`config.mk`:
```
export PLATFORM = sky130hd
export DESIGN_NAME = alu_op_sequencer
export DESIGN_NICKNAME = d
export VERILOG_FILES = /design/src/rtl/alu_op_sequencer.sv
export SDC_FILE = /design/constraint.sdc
export NUM_CORES = 1
export LEC_CHECK = 0
export ABC_CLOCK_PERIOD_IN_PS = 2500
export BUFFER_PORTS_ARGS = -buffer_cell sky130_fd_sc_hd__buf_2
export CAP_MARGIN = 0
export CORE_ASPECT_RATIO = 1.5
export CORE_UTILIZATION = 42
export DETAILED_ROUTE_END_ITERATION = 10
export PLACE_DENSITY_LB_ADDON = 0.1
export SLEW_MARGIN = 20
export SYNTH_ARGS = -nofsm -noshare
export SYNTH_HDL_FRONTEND = slang
export SYNTH_SLANG_ARGS = --single-unit
export TNS_END_PERCENT = 5
```
`constraint.sdc`:
```
create_clock -name clock -period 2.5 [get_ports clock]
set_clock_uncertainty 0.05 [all_clocks]
set_input_delay 0.375 -clock clock [delete_from_list [all_inputs] [get_ports clock]]
set_output_delay 0.375 -clock clock [all_outputs]
set_load 0.005 [all_outputs]
```
`src/rtl/alu_op_sequencer.sv`:
```
// Command sequencer that drives an external 8-bit ALU and runs multi-cycle shifts
// itself, returning each result over a valid/ready response channel.
module alu_op_sequencer (
  input  logic       clock,
  input  logic       clear,
  input  logic       cmd_valid,
  output logic       cmd_ready,
  input  logic [2:0] cmd_op,
  input  logic [7:0] cmd_a,
  input  logic [7:0] cmd_b,
  output logic [2:0] alu_sel,
  output logic [7:0] alu_a,
  output logic [7:0] alu_b,
  input  logic [7:0] alu_out,
  input  logic       alu_ovf,
  output logic       rsp_valid,
  input  logic       rsp_ready,
  output logic [7:0] rsp_data,
  output logic       rsp_ovf,
  output logic       busy
);

  typedef enum logic [1:0] {S_IDLE, S_ALU, S_SHIFT, S_RESP} state_t;

  state_t     state_q, state_d;
  logic [2:0] alu_sel_q, alu_sel_d;
  logic [7:0] alu_a_q, alu_a_d;
  logic [7:0] alu_b_q, alu_b_d;
  logic [7:0] shreg_q, shreg_d;
  logic [2:0] count_q, count_d;
  logic       sticky_q, sticky_d;
  logic       dir_right_q, dir_right_d;
  logic [7:0] rsp_data_q, rsp_data_d;
  logic       rsp_ovf_q, rsp_ovf_d;

  always_ff @(posedge clock or posedge clear) begin
    if (clear) begin
      state_q     <= S_IDLE;
      alu_sel_q   <= '0;
      alu_a_q     <= '0;
      alu_b_q     <= '0;
      shreg_q     <= '0;
      count_q     <= '0;
      sticky_q    <= 1'b0;
      dir_right_q <= 1'b0;
      rsp_data_q  <= '0;
      rsp_ovf_q   <= 1'b0;
    end else begin
      state_q     <= state_d;
      alu_sel_q   <= alu_sel_d;
      alu_a_q     <= alu_a_d;
      alu_b_q     <= alu_b_d;
      shreg_q     <= shreg_d;
      count_q     <= count_d;
      sticky_q    <= sticky_d;
      dir_right_q <= dir_right_d;
      rsp_data_q  <= rsp_data_d;
      rsp_ovf_q   <= rsp_ovf_d;
    end
  end

  always_comb begin
    state_d     = state_q;
    alu_sel_d   = alu_sel_q;
    alu_a_d     = alu_a_q;
    alu_b_d     = alu_b_q;
    shreg_d     = shreg_q;
    count_d     = count_q;
    sticky_d    = sticky_q;
    dir_right_d = dir_right_q;
    rsp_data_d  = rsp_data_q;
    rsp_ovf_d   = rsp_ovf_q;
    case (state_q)
      S_IDLE: begin
        if (cmd_valid) begin
          // Shifts are handled locally; the ALU operand registers keep their last values.
          if (cmd_op[2:1] == 2'b11) begin
            shreg_d     = cmd_a;
            count_d     = cmd_b[2:0];
            sticky_d    = 1'b0;
            dir_right_d = cmd_op[0];
            state_d     = S_SHIFT;
          end else begin
            alu_sel_d = cmd_op;
            alu_a_d   = cmd_a;
            alu_b_d   = cmd_b;
            state_d   = S_ALU;
          end
        end
      end
      S_ALU: begin
        rsp_data_d = alu_out;
        rsp_ovf_d  = (alu_sel_q == 3'b000) ? alu_ovf : 1'b0;
        state_d    = S_RESP;
      end
      S_SHIFT: begin
        if (count_q == 3'd0) begin
          rsp_data_d = shreg_q;
          rsp_ovf_d  = sticky_q;
          state_d    = S_RESP;
        end else begin
          if (dir_right_q) begin
            shreg_d = {1'b0, shreg_q[7:1]};
          end else begin
            shreg_d  = {shreg_q[6:0], 1'b0};
            sticky_d = sticky_q | shreg_q[7];
          end
          count_d = count_q - 3'd1;
        end
      end
      S_RESP: begin
        if (rsp_ready) state_d = S_IDLE;
      end
      default: state_d = S_IDLE;
    endcase
  end

  assign cmd_ready = (state_q == S_IDLE);
  assign busy      = (state_q != S_IDLE);
  assign rsp_valid = (state_q == S_RESP);
  assign alu_sel   = alu_sel_q;
  assign alu_a     = alu_a_q;
  assign alu_b     = alu_b_q;
  assign rsp_data  = rsp_data_q;
  assign rsp_ovf   = rsp_ovf_q;

endmodule

```
# Word-level counts from Yosys, hierarchy flattened
# Index checks and enable logic that the tools add are counted.
[word_totals]
ff_bits = 43
latch_bits = 0
ram_bits = 0
mem_bits_ro = 0
inputBits = 32
out_inout_bits = 31
memories = 0
[op_classes]
add_sub_neg = 1
mul = 0
div_mod_pow = 0
n_lt_le_gt_ge = 0
eq_ne = 10
n_shift = 0
n_mux = 24
bitwise_logic = 2
reduce_logical = 12
[op_table]
columns = ["cell", "n"]
rows = [
  ["$mux W8", 5],
  ["$pmux W8 S2", 2],
  ["$mux W3", 3],
  ["$reduce_and A3 Y1", 3],
  ["$mux W2", 4],
  ["$ne A2 B2 Y1 const B", 4],
  ["$pmux W2 S4", 1],
  ["$eq A2 B2 Y1 const B", 3],
  ["$logic_not A3 Y1", 2],
  ["$mux W1", 6],
  ["$pmux W3 S2", 1],
  ["$reduce_bool A2 Y1", 3],
  ["$reduce_and A5 Y1", 1],
  ["$ne A2 B1 Y1 const B", 2],
  ["$pmux W1 S2", 2],
  ["$reduce_and A4 Y1", 1],
  ["$sub A3 B1 Y3 const B", 1],
  ["$eq A2 B1 Y1 const B", 1],
  ["$logic_not A2 Y1", 1],
  ["$reduce_and A2 Y1", 1],
  ["$not A1 Y1", 1],
  ["$or A1 B1 Y1", 1],
]

# Depth between registers and ports, before layout
[logic_depth]
word_depth = 4
mapped_depth = 7

# Worst setup path before layout
# No wires, ideal clock.
[synth_path]
kind = "register to register"
from = "reg state_q[0]"
to = "reg alu_a_q[0], in the netlist alu_a[0]"
t_arrival_ns = 1.728
required_time_ns = 2.325
slack_ns = 0.598
stages_incl_launch_ff = 7
period_less_slack_ns = 1.902
cell_sequence = "dfrtp_1 inv_1 ha_1 nand2_1 a21oi_2 buf_6 mux2_2"
[synth_between]
elab_chain_len = 2
[synth_rtl]
columns = ["element", "line", "text"]
rows = [
  ["start: declaration", "25", "state_t state_q, state_d;"],
  ["start signal: assignment", "49", "state_q <= state_d;"],
  ["$logic_not A2 Y1", "n/a", ""],
  ["named net cmd_ready", "7", "output logic cmd_ready,"],
  ["$reduce_and A3 Y1 (no line)", "n/a", ""],
  ["end signal: assignment", "51", "alu_a_q <= alu_a_d;"],
  ["end: declaration", "27", "logic [7:0] alu_a_q, alu_a_d;"],
]
# The timed path passes the listed nets, and every way through them passes these cells.
# A chain may end at the register's enable or synchronous reset.

# Worst setup path after layout
[layout_path]
from = "reg state_q[0]"
to = "reg shreg_q[3]"
[layout_between]
elab_chain_len = 3
elab_cells_between_ends = 8
cone_classes = "4 x eq/ne; 1 x mux; 3 x reduce/logical"
[layout_rtl]
columns = ["element", "line", "text"]
rows = [
  ["$eq A2 B2 Y1 or $logic_not A2 Y1 (tied branches)", "73", "case (state_q)"],
  ["$ne A2 B2 Y1 (no line), or another cell as far along", "n/a", ""],
  ["$reduce_and A4 Y1 (no line)", "n/a", ""],
  ["end signal: assignment", "53", "shreg_q <= shreg_d;"],
  ["end: declaration", "29", "logic [7:0] shreg_q, shreg_d;"],
]
# Several ways; a longest one is shown, not always the timed one.

==> qor.txt <==
Status -> complete, no violations
Hold crit path type -> in -> async
Grt total ovfl -> 0
Buffers added on ports -> 62
RD Place Congestion -> 0.7377
Wirelength per Cell -> 14.46 um
Via count -> 1505
Initial antenna violation count -> 0
GR Layer Usage met3 -> 0.03295
Final setup TNS -> 0 ns
Die Span Y -> 89.60 um
Pwr per Cell Area -> 1281 nW/um2
R2R setup slack -> 0.47 ns
Slew headroom -> 0.6301
CTS sink count -> 43
CP Max Fanout -> 12
Synth Cell Area -> 2148 um2
Site Rows -> 31
Post-route cell area -> 2633 um2
Crit. End Element -> flip-flop
DP Wirelength -> 3258 um
Netlist cell types -> 30
YS warnings -> 0
Number of I/O pins -> 63
Die width -> 60.40 um
Final worst path period need -> 2.027 ns
Critical path data arrival time -> 2.15 ns
CP cell instances -> inv_1 -> ha_1 -> and3b_1 -> a21oi_4 -> mux2_2
RSZ-0062 raised after global routing -> no
Cells after Synth -> 171
CTS tree -> done
DRT Wirelength -> 4382 um
Post-CTS sizing -> 0
Max H-tree Level -> 2
Post-CTS Setup Bufs -> 0
Worst-margin pin slew -> 0.5548 ns
Post-DP Area -> 2530 um2
Internal power -> 2230 uW
Antenna viol nets, final -> 0
Final setup fails -> 0
Antenna Cells -> 0
Req. time, crit path -> 2.63 ns
Layout Utilization -> 0.5387
GR peak layer -> met2
Syn avg cell area -> 12.56 um2
Vias/cell -> 4.967
Fin crit share -> 0.8108
Startpoint Class -> flip-flop
First-pass GRT wire length -> 6789 um
Peak supply drop -> 0.0005947 V
CP endpoint -> shreg_q[3]$_DFFE_PP0P_
Post-synthesis sequential area ratio -> 0.5009
Maxcap violations -> 0
Leak -> 0.001251 uW
Capturing point of the worst reg2reg path -> shreg_q[3]$_DFFE_PP0P_
Post-synth net total -> 210
Area delta synth->final -> 22.54%
Switch Pwr -> 1141 uW
Worst r2r path cells -> 5
Share of cells above drive strength 1 -> 0.5063
Core Footprint -> 4887 um2
Seq cells post-synth -> 43
Commonest non-fill, non-tap cell in the layout -> buf_2
Design Power -> 3372 uW
Peak Freq -> 0.4933 GHz
GR Util met2 -> 0.3187
1st-pass router iterations -> 4
Crit-path max cell delay -> 0.39 ns
Initial Util -> 0.4396
Share of power burned in registers -> 0.390
Hold Buf Count CTS -> 0
Reg clk slew, reported paths -> 0.08 ns
Crit path kind -> reg -> reg
CP max-delay cell -> ha_1
Met1 usage -> 0.1959
Combinational share of power -> 0.458
Die ar. -> 5411 um2
Most frequent cells in the layout -> 62 x buf_2, 44 x mux2_2, 43 x dfrtp_1
Vias in the first global route -> 1435
Clock root buffer -> clkbuf_8
CTS Buffer Depth -> 2
Initial DRC count -> 83
Final Hold Fails -> 0
Worst reg2reg path startpoint -> state_q[0]$_DFFE_PP0P_
DR DRC count -> 0
CP startpoint -> state_q[0]$_DFFE_PP0P_
Total Nets Final -> 276
Skew-Pair Late Insertion Delay -> 0.29 ns
Largest net degree at the start of global routing -> 44
Slew Limit Fails -> 0
Gr usage total -> 0.1751
Part of the power in the clock network -> 0.152
TritonCTS Buffers -> 5
Sw Ratio -> 0.3385
[critical path: cells and delay by family (launching register included)]
family,cells,cell delay [ns]
DFF,1,0.35
adders and majority gates,1,0.39
buffers and inverters,1,0.10
and+or+nand+nor,1,0.32
muxes,1,0.38
AOI/OAI and AO/OA,1,0.34
[sequential cells by signal (all words and copies together) (netlist names)]
name,count
shreg_q,8
rsp_ovf,1
alu_b,8
alu_sel,3
count_q,3
dir_right_q,1
alu_a,8
rsp_data,8
sticky_q,1
state_q,2
[cell families (layout without fill, tap and decap cells)]
| family | after synthesis | in the layout | synth area share |
|---|---|---|---|
| mux | 52 | 52 | 0.2679 |
| flops | 43 | 43 | 0.5009 |
| compound gates | 29 | 29 | 0.09960 |
| simple gates | 22 | 22 | 0.05417 |
| buf+inv | 18 | 84 | 0.03669 |
| fa+ha+maj | 7 | 7 | 0.04077 |
[layout make-up]
cell class	instances	area (um2)
flip-flops and latches	43	1076
multi-input cells	110	993.5
inverters	12	45.04
fillers	462	2255
clock inverters	1	30.03
clock buffers	6	72.57
well taps	66	82.58
repair buffers	65	332.8
[synth_stat cells (all sizes together)]
cell     number  area [um2]
mux2         44       495.5
dfrtp        43        1076
a21oi        12       78.83
inv          12       45.04
nor2         10       37.54
mux2i         8       80.08
ha            7       87.58
buf           4       26.27
o21ai         4       20.02
a211o         2       17.52
a22o          2       17.52
and3b         2       17.52
clkbuf        2       7.510
nand2         2       7.510
nand2b        2       12.51
nand3         2       10.01
nor2b         2       12.51
o22a          2       17.52
a211oi        1       7.510
a21bo         1       10.01
a21boi        1       7.510
a222oi        1       10.01
a22oi         1       7.510
a2bb2oi       1       8.760
nand4         1       12.51
nor4          1       6.260
o2111a        1       11.26
[power by group through the flow]
| stage | combinational (uW) | clock [uW] | sequential (uW) |
|---|---|---|---|
| 2_1_floorplan | 1110 | 0 | 1270 |
| 3_3_place_gp | 1550 | 0 | 1330 |
| 3_5_place_dp | 1570 | 0 | 1340 |
| 4_1_cts | 1570 | 532 | 1320 |
| 5_1_grt | 1720 | 555 | 1370 |
| 6_report | 1550 | 512 | 1310 |
[layer usage]
layer | vias up | share of wire
met3 | 4 | 0.029
met2 | 29 | 0.56
met4 | 0 | 0.013
li1 | 740 | -
met1 | 732 | 0.40
met5 | - | 0
[metrics by stage]
stage          setup WS (ns)  cells  hold slack [ns]
3_5_place_dp          0.4528    296           0.4399
2_1_floorplan         0.5976    171           0.4469
6_report              0.4730    303           0.1427
3_3_place_gp          0.4885    296           0.4362
5_1_grt               0.3478    303           0.2181
4_1_cts               0.4493    303           0.1716
[worst min-delay path by stage]
stage	depth (start not counted)	end	start	slack [ns]
2_1_floorplan	1	shreg_q[0]$_DFFE_PP0P_	shreg_q[0]$_DFFE_PP0P_	0.45
3_3_place_gp	1	alu_a[4]$_DFFE_PP0P_	alu_a[4]$_DFFE_PP0P_	0.44
3_5_place_dp	1	alu_b[3]$_DFFE_PP0P_	alu_b[3]$_DFFE_PP0P_	0.44
4_1_cts	3	alu_a[5]$_DFFE_PP0P_	clear	0.17
5_1_grt	3	alu_b[1]$_DFFE_PP0P_	clear	0.22
6_report	3	alu_b[0]$_DFFE_PP0P_	clear	0.14
Note: power is estimated with default switching activity, not from simulation.
